===== src/rtl/location_speed_estimator.sv =====
// Position differentiator with modulo wrap, jump rejection and a
// moving average over the last 2^AVG_SHIFT per-sample deltas.
module location_speed_estimator #(
    parameter int DATA_WIDTH = 16,
    parameter int POS_WIDTH  = 17,
    parameter int SAMPLE_DIV = 1000,
    parameter int AVG_SHIFT  = 2,
    parameter int MAX_DELTA  = 4096
) (
    input  logic                  sys_clk,
    input  logic                  reset_n,
    input  logic                  speed_estimate_enable_in,
    input  logic [POS_WIDTH-1:0]  location_detection_value_in,
    output logic [DATA_WIDTH-1:0] pmsm_location_speed_value_out,
    output logic                  speed_valid_out,
    output logic                  location_jump_fault_out,
    output logic                  speed_ready_out
);
    localparam int DEPTH = 1 << AVG_SHIFT;
    localparam int SUM_W = POS_WIDTH + AVG_SHIFT;
    localparam int CNT_W = $clog2(SAMPLE_DIV);
    localparam logic [CNT_W-1:0] TICK_AT = CNT_W'(SAMPLE_DIV - 1);
    localparam logic [AVG_SHIFT:0] FULL = (AVG_SHIFT + 1)'(DEPTH);
    localparam logic signed [POS_WIDTH:0] LIM = (POS_WIDTH + 1)'(MAX_DELTA);
    localparam logic signed [SUM_W-1:0] OUT_MAX =
        SUM_W'((1 << (DATA_WIDTH - 1)) - 1);
    localparam logic signed [SUM_W-1:0] OUT_MIN =
        SUM_W'(-(1 << (DATA_WIDTH - 1)));

    typedef enum logic [1:0] {IDLE, PRIME, RUN} state_t;

    state_t                       state;
    logic [CNT_W-1:0]             cnt;
    logic [POS_WIDTH-1:0]         cur_pos;
    logic [POS_WIDTH-1:0]         prev_pos;
    logic                         s1_vld;
    logic                         s1_prime;
    logic                         s2_vld;
    logic signed [POS_WIDTH-1:0]  delta;
    logic signed [POS_WIDTH-1:0]  win [DEPTH];
    logic [AVG_SHIFT-1:0]         wr_idx;
    logic signed [SUM_W-1:0]      sum;
    logic [AVG_SHIFT:0]           fill;

    logic                         tick;
    logic signed [POS_WIDTH:0]    delta_x;
    logic                         reject;
    logic signed [SUM_W-1:0]      next_sum;
    logic signed [SUM_W-1:0]      avg;
    logic [DATA_WIDTH-1:0]        sat;

    assign tick     = (state != IDLE) && (cnt == TICK_AT);
    assign delta_x  = {delta[POS_WIDTH-1], delta};
    assign reject   = (delta_x > LIM) || (delta_x < -LIM);
    assign next_sum = sum + SUM_W'(delta) - SUM_W'(win[wr_idx]);
    assign avg      = next_sum >>> AVG_SHIFT;
    assign speed_ready_out = (fill == FULL);

    always_comb begin
        sat = avg[DATA_WIDTH-1:0];
        if (avg > OUT_MAX)
            sat = {1'b0, {(DATA_WIDTH-1){1'b1}}};
        else if (avg < OUT_MIN)
            sat = {1'b1, {(DATA_WIDTH-1){1'b0}}};
    end

    always_ff @(posedge sys_clk or posedge reset_n) begin
        if (reset_n) begin
            state    <= IDLE;
            cnt      <= '0;
            cur_pos  <= '0;
            prev_pos <= '0;
            s1_vld   <= 1'b0;
            s1_prime <= 1'b0;
            s2_vld   <= 1'b0;
            delta    <= '0;
            for (int i = 0; i < DEPTH; i++) win[i] <= '0;
            wr_idx   <= '0;
            sum      <= '0;
            fill     <= '0;
            pmsm_location_speed_value_out <= '0;
            speed_valid_out         <= 1'b0;
            location_jump_fault_out <= 1'b0;
        end else if (!speed_estimate_enable_in) begin
            // Dropping enable flushes the pipeline, so no pulse leaks out.
            state    <= IDLE;
            cnt      <= '0;
            s1_vld   <= 1'b0;
            s1_prime <= 1'b0;
            s2_vld   <= 1'b0;
            for (int i = 0; i < DEPTH; i++) win[i] <= '0;
            wr_idx   <= '0;
            sum      <= '0;
            fill     <= '0;
            pmsm_location_speed_value_out <= '0;
            speed_valid_out         <= 1'b0;
            location_jump_fault_out <= 1'b0;
        end else begin
            speed_valid_out         <= 1'b0;
            location_jump_fault_out <= 1'b0;
            s1_vld <= 1'b0;
            s2_vld <= 1'b0;
            case (state)
                IDLE: begin
                    state <= PRIME;
                    cnt   <= '0;
                end
                default: begin
                    cnt <= tick ? '0 : cnt + 1'b1;
                    if (tick && state == PRIME) state <= RUN;
                end
            endcase
            if (tick) begin
                cur_pos  <= location_detection_value_in;
                s1_vld   <= 1'b1;
                s1_prime <= (state == PRIME);
            end
            if (s1_vld) begin
                prev_pos <= cur_pos;
                delta    <= $signed(cur_pos - prev_pos);
                s2_vld   <= !s1_prime;
            end
            if (s2_vld) begin
                if (reject) begin
                    location_jump_fault_out <= 1'b1;
                end else begin
                    win[wr_idx] <= delta;
                    wr_idx      <= wr_idx + 1'b1;
                    sum         <= next_sum;
                    pmsm_location_speed_value_out <= sat;
                    speed_valid_out <= 1'b1;
                    if (fill != FULL) fill <= fill + 1'b1;
                end
            end
        end
    end

endmodule


===== config.mk =====
export PLATFORM = sky130hd
export DESIGN_NAME = location_speed_estimator
export DESIGN_NICKNAME = d
export VERILOG_FILES = /design/src/rtl/location_speed_estimator.sv
export SDC_FILE = /design/constraint.sdc
export NUM_CORES = 1
export LEC_CHECK = 0
export CAP_MARGIN = 20
export CORE_MARGIN = 2
export CORE_UTILIZATION = 55
export DETAILED_ROUTE_END_ITERATION = 8
export PLACE_DENSITY_LB_ADDON = 0.3
export SYNTH_ARGS = -nofsm -noshare
export SYNTH_HDL_FRONTEND = slang
export SYNTH_SLANG_ARGS = --single-unit

===== constraint.sdc =====
create_clock -name sys_clk -period 7.1 [get_ports sys_clk]
set_clock_uncertainty 0.15 [all_clocks]
set_input_delay 1.775 -clock sys_clk [delete_from_list [all_inputs] [get_ports sys_clk]]
set_output_delay 1.775 -clock sys_clk [all_outputs]
set_load 0.05 [all_outputs]

Word-level counts from Yosys, hierarchy flattened
Cells that the tools add are included.
{"block": "totals", "register_bits": 176, "word_cells": 93, "ram_bits": 0, "romBits": 0, "memories": 0, "out_inout_bits": 19, "latchBits": 0, "in_bits": 20}
{"block": "op_classes", "n_addsub": 6, "n_eq_ne": 9, "multipliers": 0, "order_cmp": 6, "n_shift": 0, "muxes": 42, "bitwise_logic": 1, "n_reduce_logical": 11, "n_div": 0}
{"cell": "2-to-1 mux 68 bit", "count": 3}
{"cell": "2-to-1 mux 16 bit", "count": 5}
{"cell": "bitwise mux 68 bit", "count": 1}
{"cell": "2-to-1 mux 19 bit", "count": 3}
{"cell": "2-to-1 mux 17 bit", "count": 3}
{"cell": "binary-select mux 17 bit (select 2 bit)", "count": 1}
{"cell": "demux 17 bit (select 2 bit)", "count": 1}
{"cell": "2-to-1 mux 10 bit", "count": 3}
{"cell": "adder 19 x 17 -> 19 bit", "count": 1}
{"cell": "subtractor 19 x 17 -> 19 bit", "count": 1}
{"cell": "> comparator 17 x 14 -> 1 bit, second input constant", "count": 1}
{"cell": "> comparator 17 x 16 -> 1 bit, second input constant", "count": 1}
{"cell": "< comparator 17 x 13 -> 1 bit, second input constant", "count": 1}
{"cell": "< comparator 17 x 16 -> 1 bit, second input constant", "count": 1}
{"cell": "subtractor 17 bit", "count": 1}
{"cell": "2-to-1 mux 1 bit", "count": 12}
{"cell": "2-to-1 mux 2 bit", "count": 6}
{"cell": "2-to-1 mux 3 bit", "count": 4}
{"cell": "adder 10 x 1 -> 10 bit, second input constant", "count": 1}
{"cell": "equality test 10 bit, second input constant", "count": 1}
{"cell": "!= test 2 x 1 -> 1 bit, second input constant", "count": 3}
{"cell": "AND reduction 2 bit", "count": 3}
{"cell": "adder 3 x 1 -> 3 bit, second input constant", "count": 1}
{"cell": "equality test 3 bit, second input constant", "count": 1}
{"cell": "other kinds (14)", "count": 16}

Depth between registers and ports, before layout
Gate-level depths: netlist of run 1.
{"block": "logic_depth", "word_depth": 11, "mapped_depth": 15, "mapped_depth_nobuf": 13}

Least setup slack after synthesis of run 1
Ideal clock, no wire load.
{"block": "synth_timing", "path_kind": "flip-flop to flip-flop", "startpoint": "reg wr_idx[0]", "endpoint": "reg pmsm_location_speed_value_out[1]", "path_slack_ns": 2.706, "required_time_ns": 6.872, "setup_ns": 0.078, "period_less_slack_ns": 4.394, "stages_incl_launch_ff": 16, "path_buffers": 4, "t_arrival_ns": 4.167, "path_cell_list": "dfrtp_1 -> clkbuf_1 -> buf_2 -> mux4_2 -> fa_1 -> inv_1 -> ha_1 -> buf_2 -> a211oi_2 -> o21bai_1 -> a31o_2 -> a31oi_4 -> xor2_4 -> buf_6 -> maj3_1 -> a21oi_1"}
{"block": "synth_between", "elab_chain_cells": 11, "elab_cells_between_ends": 12, "cone_classes": "add/sub (1); order compare (2); mux (8); bitwise (1)"}
{"item": "from (decl)", "line": "41", "rtl": "logic [AVG_SHIFT-1:0] wr_idx;"}
{"item": "from (signal assigned)", "line": "128", "rtl": "wr_idx <= wr_idx + 1'b1;"}
{"item": "NOT 2 -> 3 bit (implied by the code) (*)", "line": "55", "rtl": "assign next_sum = sum + SUM_W'(delta) - SUM_W'(win[wr_idx]);"}
{"item": "binary-select mux 17 bit (select 2 bit) (*)", "line": "55"}
{"item": "2-to-1 mux 17 bit (implied by the code) (*) (2 in a row)", "line": "55"}
{"item": "subtractor 19 x 17 -> 19 bit (*)", "line": "55"}
{"item": "< comparator 17 x 16 -> 1 bit", "line": "63", "rtl": "else if (avg < OUT_MIN)"}
{"item": "2-to-1 mux 16 bit", "line": "63"}
{"item": "2-to-1 mux 16 bit (*)", "line": "61", "rtl": "if (avg > OUT_MAX)"}
{"item": "2-to-1 mux 16 bit (*)", "line": "124", "rtl": "if (reject) begin"}
{"item": "2-to-1 mux 16 bit (*)", "line": "123", "rtl": "if (s2_vld) begin"}
{"item": "2-to-1 mux 16 bit (*)", "line": "84", "rtl": "end else if (!speed_estimate_enable_in) begin"}
{"item": "to (signal assigned)", "line": "130", "rtl": "pmsm_location_speed_value_out <= sat;"}
{"item": "to (decl)", "line": "14", "rtl": "output logic [DATA_WIDTH-1:0] pmsm_location_speed_value_out,"}
Mark *: on every way between the ends. The rest lies on a longest branch, timed or not. The select of a mux whose other input is x is not followed.
A chain may end at the register's enable or synchronous reset.

Worst setup path in the final report of run 1
{"block": "layout_timing", "startpoint": "reg wr_idx[1]", "endpoint": "reg pmsm_location_speed_value_out[11]"}
The elaborated chain is that of the path after synthesis.

==> results of run 1 <==
[worst max-delay path, delay by kind of cell, from the launching register on]
kind,cells,cell delay (ps)
simple gates,3,1040
fa+ha+maj,2,890
buf+inv,1,40
compound gates,4,890
mux,1,630
flops,1,990
[final cells by class]
cell class	count	share of cell area, %
inverters	88	3.06
flip-flops and latches	176	40.2
clock inverters	13	0.971
multi-input cells	737	44.8
clock buffers	19	4.14
repair buffers	46	4.20
well taps	229	2.62
[power breakdown]
group          total [uW]  internal (uW)  switching, uW  leakage (uW)
Combinational        44.2           12.0           32.2       0.00229
Clock                 883            472            411      0.000267
Sequential           1000           1000          0.689       0.00236
[through the flow]
stage / setup WS [ps] / instance area [um^2]
floorplan: 401 / 9890
global placement: 2220 / 10400
detailed placement: 2320 / 10400
CTS: 2330 / 11000
global route: 2100 / 11000
finish: 2350 / 11000
[per-layer routing]
| layer | vias to the layer above | track usage, % | share of wire [%] |
|---|---|---|---|
| li1 | 3619 | - | - |
| met4 | 0 | 6.61 | 1.5 |
| met2 | 197 | 36.8 | 47 |
| met3 | 23 | 3.81 | 4.3 |
| met1 | 3611 | 32.4 | 47 |
| met5 | - | 0 | 0 |
[sequential cells by signal, indices dropped and copies added, names as in the netlist, 3 cells and up]
| register | flops |
|---|---|
| cnt | 10 |
| cur_pos | 17 |
| delta | 17 |
| fill | 3 |
| pmsm_location_speed_value_out | 16 |
| prev_pos | 17 |
| sum | 19 |
| win | 68 |
[synth_stat cells, drive strengths merged (6+ instances only)]
cell type  instances  area share (%)
nor3              13            0.66
a31oi             11            0.85
o21ai             71             3.6
mux4              17             3.9
ha                43             5.4
and3               7            0.44
nand2            180             6.8
buf               15            0.96
nor2              41             1.6
a21oi            107             5.4
and2              12            0.76
inv               88             3.3
fa                19             3.8
nor2b              6            0.38
a21o              11            0.84
maj3              10             1.0
nand3             68             3.4
clkbuf            41             1.6
nand2b             8            0.51
o211ai             6            0.59
xor2              20             2.0
o21a              11            0.84
dfrtp            176              45
a211oi             6            0.51
xnor2             15             1.3
[cell families (layout without fill, tap and decap cells)]
family / Yosys count / in the layout / share of synthesized area [%]
DFF: 176 / 176 / 44.5
xor gates and xnor gates: 35 / 35 / 3.29
buffers and inverters: 144 / 166 / 5.86
and+or+nand+nor: 360 / 360 / 16.5
AOI/OAI and AO/OA: 248 / 248 / 15.1
adders and majority gates: 72 / 72 / 10.3
muxes: 22 / 22 / 4.43
[worst max path at each step]
stage                          from                           endpoint  slack, ps  cells past startpoint
final                     wr_idx[1]  pmsm_location_speed_value_out[11]       2350                     11
after global routing      wr_idx[1]  pmsm_location_speed_value_out[11]       2100                     11
after CTS                 wr_idx[1]  pmsm_location_speed_value_out[11]       2330                     11
after detailed placement  wr_idx[1]  pmsm_location_speed_value_out[11]       2320                     11
after global placement    wr_idx[0]  pmsm_location_speed_value_out[12]       2220                     11
after floorplan             reset_n                             cnt[0]        400                      1
==> metrics, run 1 <==
post-route non-filler standard cell count 1,308; WS Path Type flip-flop to flip-flop; htree depth 4; CTS tree yes; Slowest-stage cell, CP dfrtp_1; synth unique cells 66; Worst Reg2Reg Path Length in Cells 11; critical path cell sequence mux4_2 -> fa_1 -> inv_1 -> ha_1 -> nand4_1 -> nor2_4 -> o311ai_2 -> a31oi_1 -> nor3b_4 -> o21ai_1 -> o221a_2; Yosys Warn Count 0; Num Clock Sinks 176; DRT antenna net count 0; GPL Wtd Cong 0.875; Design Power 1930 uW; Seq. cell area 4400 um^2; critical path arrival roughly 4900 ps; commonest non-fill, non-tap cell in the layout nand2_1; Layout area overhead 10.8%; FILL cells 1,532; post-DP HPWL about 14,000 um; Worst Hold Launch s1_prime; max frequency 0.211 GHz; Starting Density 55.6%; FP Rows 49; core area 17,800 um^2; number of antenna violations at the first check in global routing 0; clock transition at the registers of the reported paths 70 ps; fin crit period 4750 ps; # DRC 0; TritonCTS Buffers 17; Root Buffer clkbuf_16; wirelength, routed 20,800 um; crit share post-route 66.8%; num ports 39; vias in the first global route 7,296; multi-input logic area 4910 um^2; Mapped Nets 1,139; Mapped Area just under 10,000 um^2; RSZ-0062 raised after global routing false; P_leak 0.00492 uW; worst skew pair latency about 430 ps; largest net degree at the start of global routing 80; setup_tns 0 ps; Synth Register Bits 176; final setup fails 0; hold worst-path end s2_vld; Routed wire per std cell 15.9 um; DIE AREA ~19,000 um^2; CP max FO 21; hold_buf cts 0; Slew headroom about a third; Hold Crit Class flip-flop to flip-flop; layout cells sized above 1 7.32%; Reg-to-Reg Start wr_idx[1]; status finished clean; Pins Over Slew Limit 0; CP Capture Type flip-flop; Longest Clk Path Bufs 2; Peak VDD IR 0.163 mV; Critical Path Source Type flip-flop; Worst Max-Slew Pin Slew 1020 ps; placed cell count 1,276; Port Buffers 38; Synth Area per Inst 9.36 um^2; hold_ws 290 ps; ys flop type dfrtp_1; Worst Hold Path Cells 1; number of max-cap violations 0; vias after detailed routing 7,450; global-route wire length before repair roughly 36,000 um; via/cell ratio 5.70; die height between 100 and 150 um; Hold Vio Cnt, Final 0; Cells after Synth between 1,000 and 1,500; chip width 138 um; DR pass1 iterations 5; reg2reg end pmsm_location_speed_value_out[11]; DRT iter0 DRCs between 500 and 600; slowest stage delay, CP 990 ps; grt ovf 0; Post-synth EDFFs 0; fin util 61.6%; CP Data Required Time a little over 7000 ps; Post-layout nets 1,148; GRT Total Usage 22.9%; r2r setup slk 2350 ps; register area share after synthesis 44.5%; CTS resizes 0; # diodes 0; asr flop ratio synth 100%; P per Cell Area 176 nW/um^2; most frequent cells in the layout 180 x nand2_1, 176 x dfrtp_1, 107 x a21oi_1, 86 x inv_1; Post CTS Setup Buffer Count 0
No activity file was read; power rests on OpenSTA's default activity.
==> run 2, diff against run 1 <==
==> constraint.sdc (replaced) <==
create_clock -name sys_clk -period 4.1 [get_ports sys_clk]
set_clock_uncertainty 0.15 [all_clocks]
set_input_delay 1.025 -clock sys_clk [delete_from_list [all_inputs] [get_ports sys_clk]]
set_output_delay 1.025 -clock sys_clk [all_outputs]
set_load 0.05 [all_outputs]
==> metrics, run 2 (synthesis results as in run 1) <==
WS Path Type flip-flop to flip-flop; max frequency 0.251 GHz; largest net degree at the start of global routing 80; CP delay by family, top adder cells; Port Buffers 38; Hold Vio Cnt, Final 0; DIE AREA about 19,000 um^2; Routed wire per std cell ~16 um; clock transition at the registers of the reported paths 70 ps; vias in the first global route 7,636; largest registers win x68, sum x19; grt ovf 0; vias after detailed routing 7,602; htree depth 4; wirelength, routed 21,400 um; final setup fails 0; critical path arrival 4180 ps; number of antenna violations at the first check in global routing 0; Slowest-stage cell, CP mux4_2; Pins Over Slew Limit 0; Critical Path Source Type flip-flop; r2r setup slk ~120 ps; crit share post-route 97.1%; num ports 39; Slew headroom 42.6%; CP Capture Type flip-flop; P per Cell Area 301 nW/um^2; DRT iter0 DRCs 504; placed cell area 10,600 um^2; number of max-cap violations 0; Reg-to-Reg Start wr_idx[0]; GPL Wtd Cong roughly 0.89; post-route non-filler standard cell count about 1,300; reg2reg end pmsm_location_speed_value_out[1]; hold worst-path end s2_vld; FP Rows 49; P_leak 0.00505 uW; post-DP HPWL 15,000 um; global-route wire length before repair 37,000 um; max reg flops 68; Biggest register win; Worst Hold Path Cells 1; placed cell count 1,300; Design Area, Final around 11,000 um^2; # DRC 0; most frequent cells in the layout 180 x nand2_1, 175 x dfrtp_1, 106 x a21oi_1, 86 x inv_1, 68 x nand3_1; critical path cell sequence buf_6 -> mux4_2 -> fa_1 -> inv_1 -> ha_1 -> and3_1 -> a221oi_4 -> o211ai_4 -> a31oi_4 -> xor2_4 -> buf_4 -> maj3_1 -> a21oi_1; DRT antenna net count 0; via/cell ratio 5.71; CP Data Required Time roughly 4300 ps; Longest Clk Path Bufs 2; GRT Total Usage approximately a quarter; core area 17,800 um^2; DR pass1 iterations 7; fin crit period 3980 ps; layout cells sized above 1 9.79%; Post-layout nets between 1,000 and 1,500; commonest non-fill, non-tap cell in the layout nand2_1; CP max FO 16; critical path buffer and inverter count 3; Worst Hold Launch s1_prime; worst skew pair latency 440 ps; Design Power ~3400 uW; TritonCTS Buffers 17; Worst Reg2Reg Path Length in Cells 13; chip width 138 um; # diodes 0; Hold Crit Class flip-flop to flip-flop; FILL cells about 1,500; Peak VDD IR 0.298 mV; Layout area overhead 13.5%; slowest stage delay, CP between 500 and 600 ps; Root Buffer clkbuf_16; Worst Max-Slew Pin Slew ~860 ps; CTS tree yes; status finished clean; die height 138 um; Num Clock Sinks 176; Starting Density between 50% and 60%
[run 2: cell count changes in the layout (fill, tap and decap cells not counted), sizes merged]
cell / previous run / this run
clkbuf: 19 / 17
inv: 91 / 94
buf: 8 / 32
clkinv: 7 / 6
[run 2: how the worst max path moves through the flow]
stage                         start                               end  slack (ps)  depth (start not counted)
after floorplan           wr_idx[0]  pmsm_location_speed_value_out[1]          30                         15
after global placement    wr_idx[0]  pmsm_location_speed_value_out[5]         220                         13
after detailed placement  wr_idx[0]  pmsm_location_speed_value_out[1]          70                         13
after CTS                 wr_idx[0]  pmsm_location_speed_value_out[1]          50                         13
after global routing      wr_idx[0]  pmsm_location_speed_value_out[7]         -20                         13
final                     wr_idx[0]  pmsm_location_speed_value_out[1]         120                         13
[run 2: metal layers]
metal | vias to the layer above | global-route usage [%] | part of all wire [%]
met1 | 3654 | 31.8 | 45
met2 | 243 | 37.8 | 48
met4 | 0 | 9.18 | 1.9
met3 | 30 | 5.09 | 5.3
met5 | - | 0 | 0
li1 | 3675 | - | -
[run 2: worst register-to-register path: stages, from the launching register on]
cell and delay [ps]:
dfrtp_1 400, buf_6 170, mux4_2 510, fa_1 490, inv_1 40, ha_1 340, and3_1 250, a221oi_4 340
o211ai_4 160, a31oi_4 220, xor2_4 100, buf_4 200, maj3_1 360, a21oi_1 160
[run 2: timing repair]
| item | CTS | global route |
|---|---|---|
| buffers inserted | 0 | 0 |
| resized for setup | 0 | 10 |
| endpoints found under the setup margin | 0 | 15 |
| hold buffers | 0 | 0 |
[run 2: area by class of cell]
type / instances / area (um^2) / area share, %
repair buffers: 70 / 694 / 6.19
inverters: 88 / 334 / 2.98
clock buffers: 17 / 425 / 3.79
clock inverters: 15 / 145 / 1.29
flip-flops and latches: 176 / 4410 / 39.3
well taps: 229 / 287 / 2.55
multi-input cells: 737 / 4930 / 43.9
[run 2: power by group]
part	internal, uW	total (uW)	switching [uW]
sequential	1740	1740	1.18
combinational	25.4	82.4	57.0
clock	806	1560	756
[run 2: per-stage QoR]
| step | util [%] | setup WS [ps] | hold slack [ps] | setup TNS (ps) |
|---|---|---|---|---|
| 4_1_cts | 62.9 | 46.4 | 308 | 0 |
| 6_report | 63.1 | 120 | 301 | 0 |
| 3_5_place_dp | 59.7 | 68.6 | 276 | 0 |
| 5_1_grt | 63.1 | -22.5 | 331 | -32.8 |
| 2_1_floorplan | - | 31.1 | 254 | 0 |
| 3_3_place_gp | 59.7 | 223 | 279 | 0 |
==> run 3, diff against run 2 <==
--- a/config.mk
+++ b/config.mk
@@ -9,6 +9,7 @@
 export CORE_MARGIN = 2
 export CORE_UTILIZATION = 55
 export DETAILED_ROUTE_END_ITERATION = 8
+export GPL_TIMING_DRIVEN = 0
 export PLACE_DENSITY_LB_ADDON = 0.3
 export SYNTH_ARGS = -nofsm -noshare
 export SYNTH_HDL_FRONTEND = slang
==> metrics, run 3 (synthesis results as in run 1) <==
commonest non-fill, non-tap cell in the layout nand2_1; vias after detailed routing 7,821; CP delay by family, top buffers and inverters; Slowest-stage cell, CP mux4_2; Layout area overhead 17.1%; WS Path Type flip-flop to flip-flop; Root Buffer clkbuf_16; Longest Clk Path Bufs 2; Routed wire per std cell 16.8 um; max reg flops 68; final setup fails 11; critical path cell sequence clkbuf_16 -> buf_12 -> mux4_2 -> fa_1 -> inv_1 -> ha_1 -> buf_4 -> nand3_1 -> nor2_1 -> o311ai_4 -> a31oi_1 -> nor3b_4 -> buf_6 -> buf_6 -> a211oi_2 -> o221a_2; Port Buffers 38; failing checks negative setup slack; Post-layout nets 1,220; FP Rows about 50; clock transition at the registers of the reported paths 60 ps; Hold Vio Cnt, Final 0; fin crit period 4130 ps; power share of the sequential group 49.1%; setup_tns -251 ps; Hold Crit Class flip-flop to flip-flop; most frequent cells in the layout 180 x nand2_1, 175 x dfrtp_1, 105 x a21oi_1, 85 x inv_1, 68 x nand3_1; Biggest register win; max frequency 0.242 GHz; die height ~140 um; Slew headroom 41.5%; sw frac approximately a fifth; DR pass1 iterations 5; Peak VDD IR 0.291 mV; CP Data Required Time about 4300 ps; P_leak about 0.0052 uW; CP max FO 8; via/cell ratio 5.67; num ports 39; DIE AREA approximately 19,000 um^2; FILL cells 1,463; # DRC 0; critical path arrival 4300 ps; worst skew pair latency 430 ps; DRT antenna net count 0; GRT Total Usage approximately a quarter; DRT iter0 DRCs 521; RSZ-0062 raised after global routing true; largest registers win x68, sum x19; most repeated library cell on the critical path buf_6; Combinational Power Share 2.6%; P per Cell Area 306 nW/um^2; Clock power frac 48.3%; Pint 2800 uW; post-DP HPWL 16,500 um; hold_ws 293 ps; crit share post-route 101%; chip width between 100 and 150 um; htree depth 4; wirelength, routed 23,200 um; vias in the first global route between 7,000 and 8,000; global-route wire length before repair 38,900 um; # diodes 0; number of max-cap violations 0; pre-CTS WS -491 ps; core area 17,800 um^2; layout cells sized above 1 10.8%; number of antenna violations at the first check in global routing 0; critical path buffer and inverter count 6; TritonCTS Buffers 17; Critical Path Source Type flip-flop; Pins Over Slew Limit 0; hold_buf cts 0; CTS tree yes; Psw 740 uW; CP Capture Type flip-flop; Starting Density 55.6%; Setup WS post-layout -33.6 ps; Worst Max-Slew Pin Slew 876 ps; Num Clock Sinks 176; GPL Wtd Cong 0.909; r2r setup slk -30 ps; grt ovf 0; status finished, violations left; slowest stage delay, CP 520 ps; largest net degree at the start of global routing 43
==> run 3: layout make-up <==
| cell class | count | area, um^2 | share of cell area [%] |
|---|---|---|---|
| Tap cell | 229 | 287 | 2.47 |
| Clock buffer | 21 | 450 | 3.89 |
| Inverter | 88 | 334 | 2.88 |
| Timing Repair Buffer | 62 | 649 | 5.61 |
| Buffer | 56 | 305 | 2.64 |
| Clock inverter | 10 | 161 | 1.39 |
| Multi-Input combinational cell | 737 | 4990 | 43.1 |
| Sequential cell | 176 | 4410 | 38.0 |
==> run 3: final timing paths <==
| kind | startpoint | endpoint | cells past startpoint |
|---|---|---|---|
| min in group asynchronous | reset_n | cur_pos[1] | 2 |
| max in group asynchronous | reset_n | wr_idx[0] | 3 |
| worst min-delay path | s1_prime | s2_vld | 1 |
| worst max register to register | wr_idx[0] | pmsm_location_speed_value_out[14] | 16 |
| worst min register to register | s1_prime | s2_vld | 1 |
| worst max-delay path | wr_idx[0] | pmsm_location_speed_value_out[14] | 16 |
==> run 3: power groups by stage <==
stage / Combinational [uW] / Sequential (uW) / Clock (uW)
after floorplan: 43.8 / 1770 / 0
after global placement: 81.7 / 1770 / 0
after detailed placement: 93.6 / 1770 / 0
after CTS: 94.0 / 1740 / 1730
after global routing: 103 / 1740 / 1810
final: 90.7 / 1740 / 1710
==> run 3: per-stage QoR <==
stage / utilization, % / instance area (um^2) / power, uW / instances
after floorplan: - / 9900 / 1820 / 1057
after global placement: 59.4 / 10600 / 1850 / 1324
after global routing: 65.1 / 11600 / 3660 / 1379
after detailed placement: 59.9 / 10700 / 1860 / 1328
after CTS: 64.0 / 11400 / 3560 / 1367
final: 65.1 / 11600 / 3540 / 1379
==> run 3: layer usage <==
layer / global-route usage, % / up-vias / wire length [um]
li1: - / 3776 / -
met1: 32.3 / 3774 / 9820
met2: 43.2 / 227 / 11700
met3: 3.60 / 44 / 1060
met4: 8.27 / 0 / 600
met5: 0 / - / 0
==> run 3: what timing repair did <==
action / in CTS / in global routing
setup buffers: 7 / 11
pin swaps: 0 / 11
setup endpoints to repair: 22 / 17
resized for setup: 12 / 26
cloned: 1 / 1
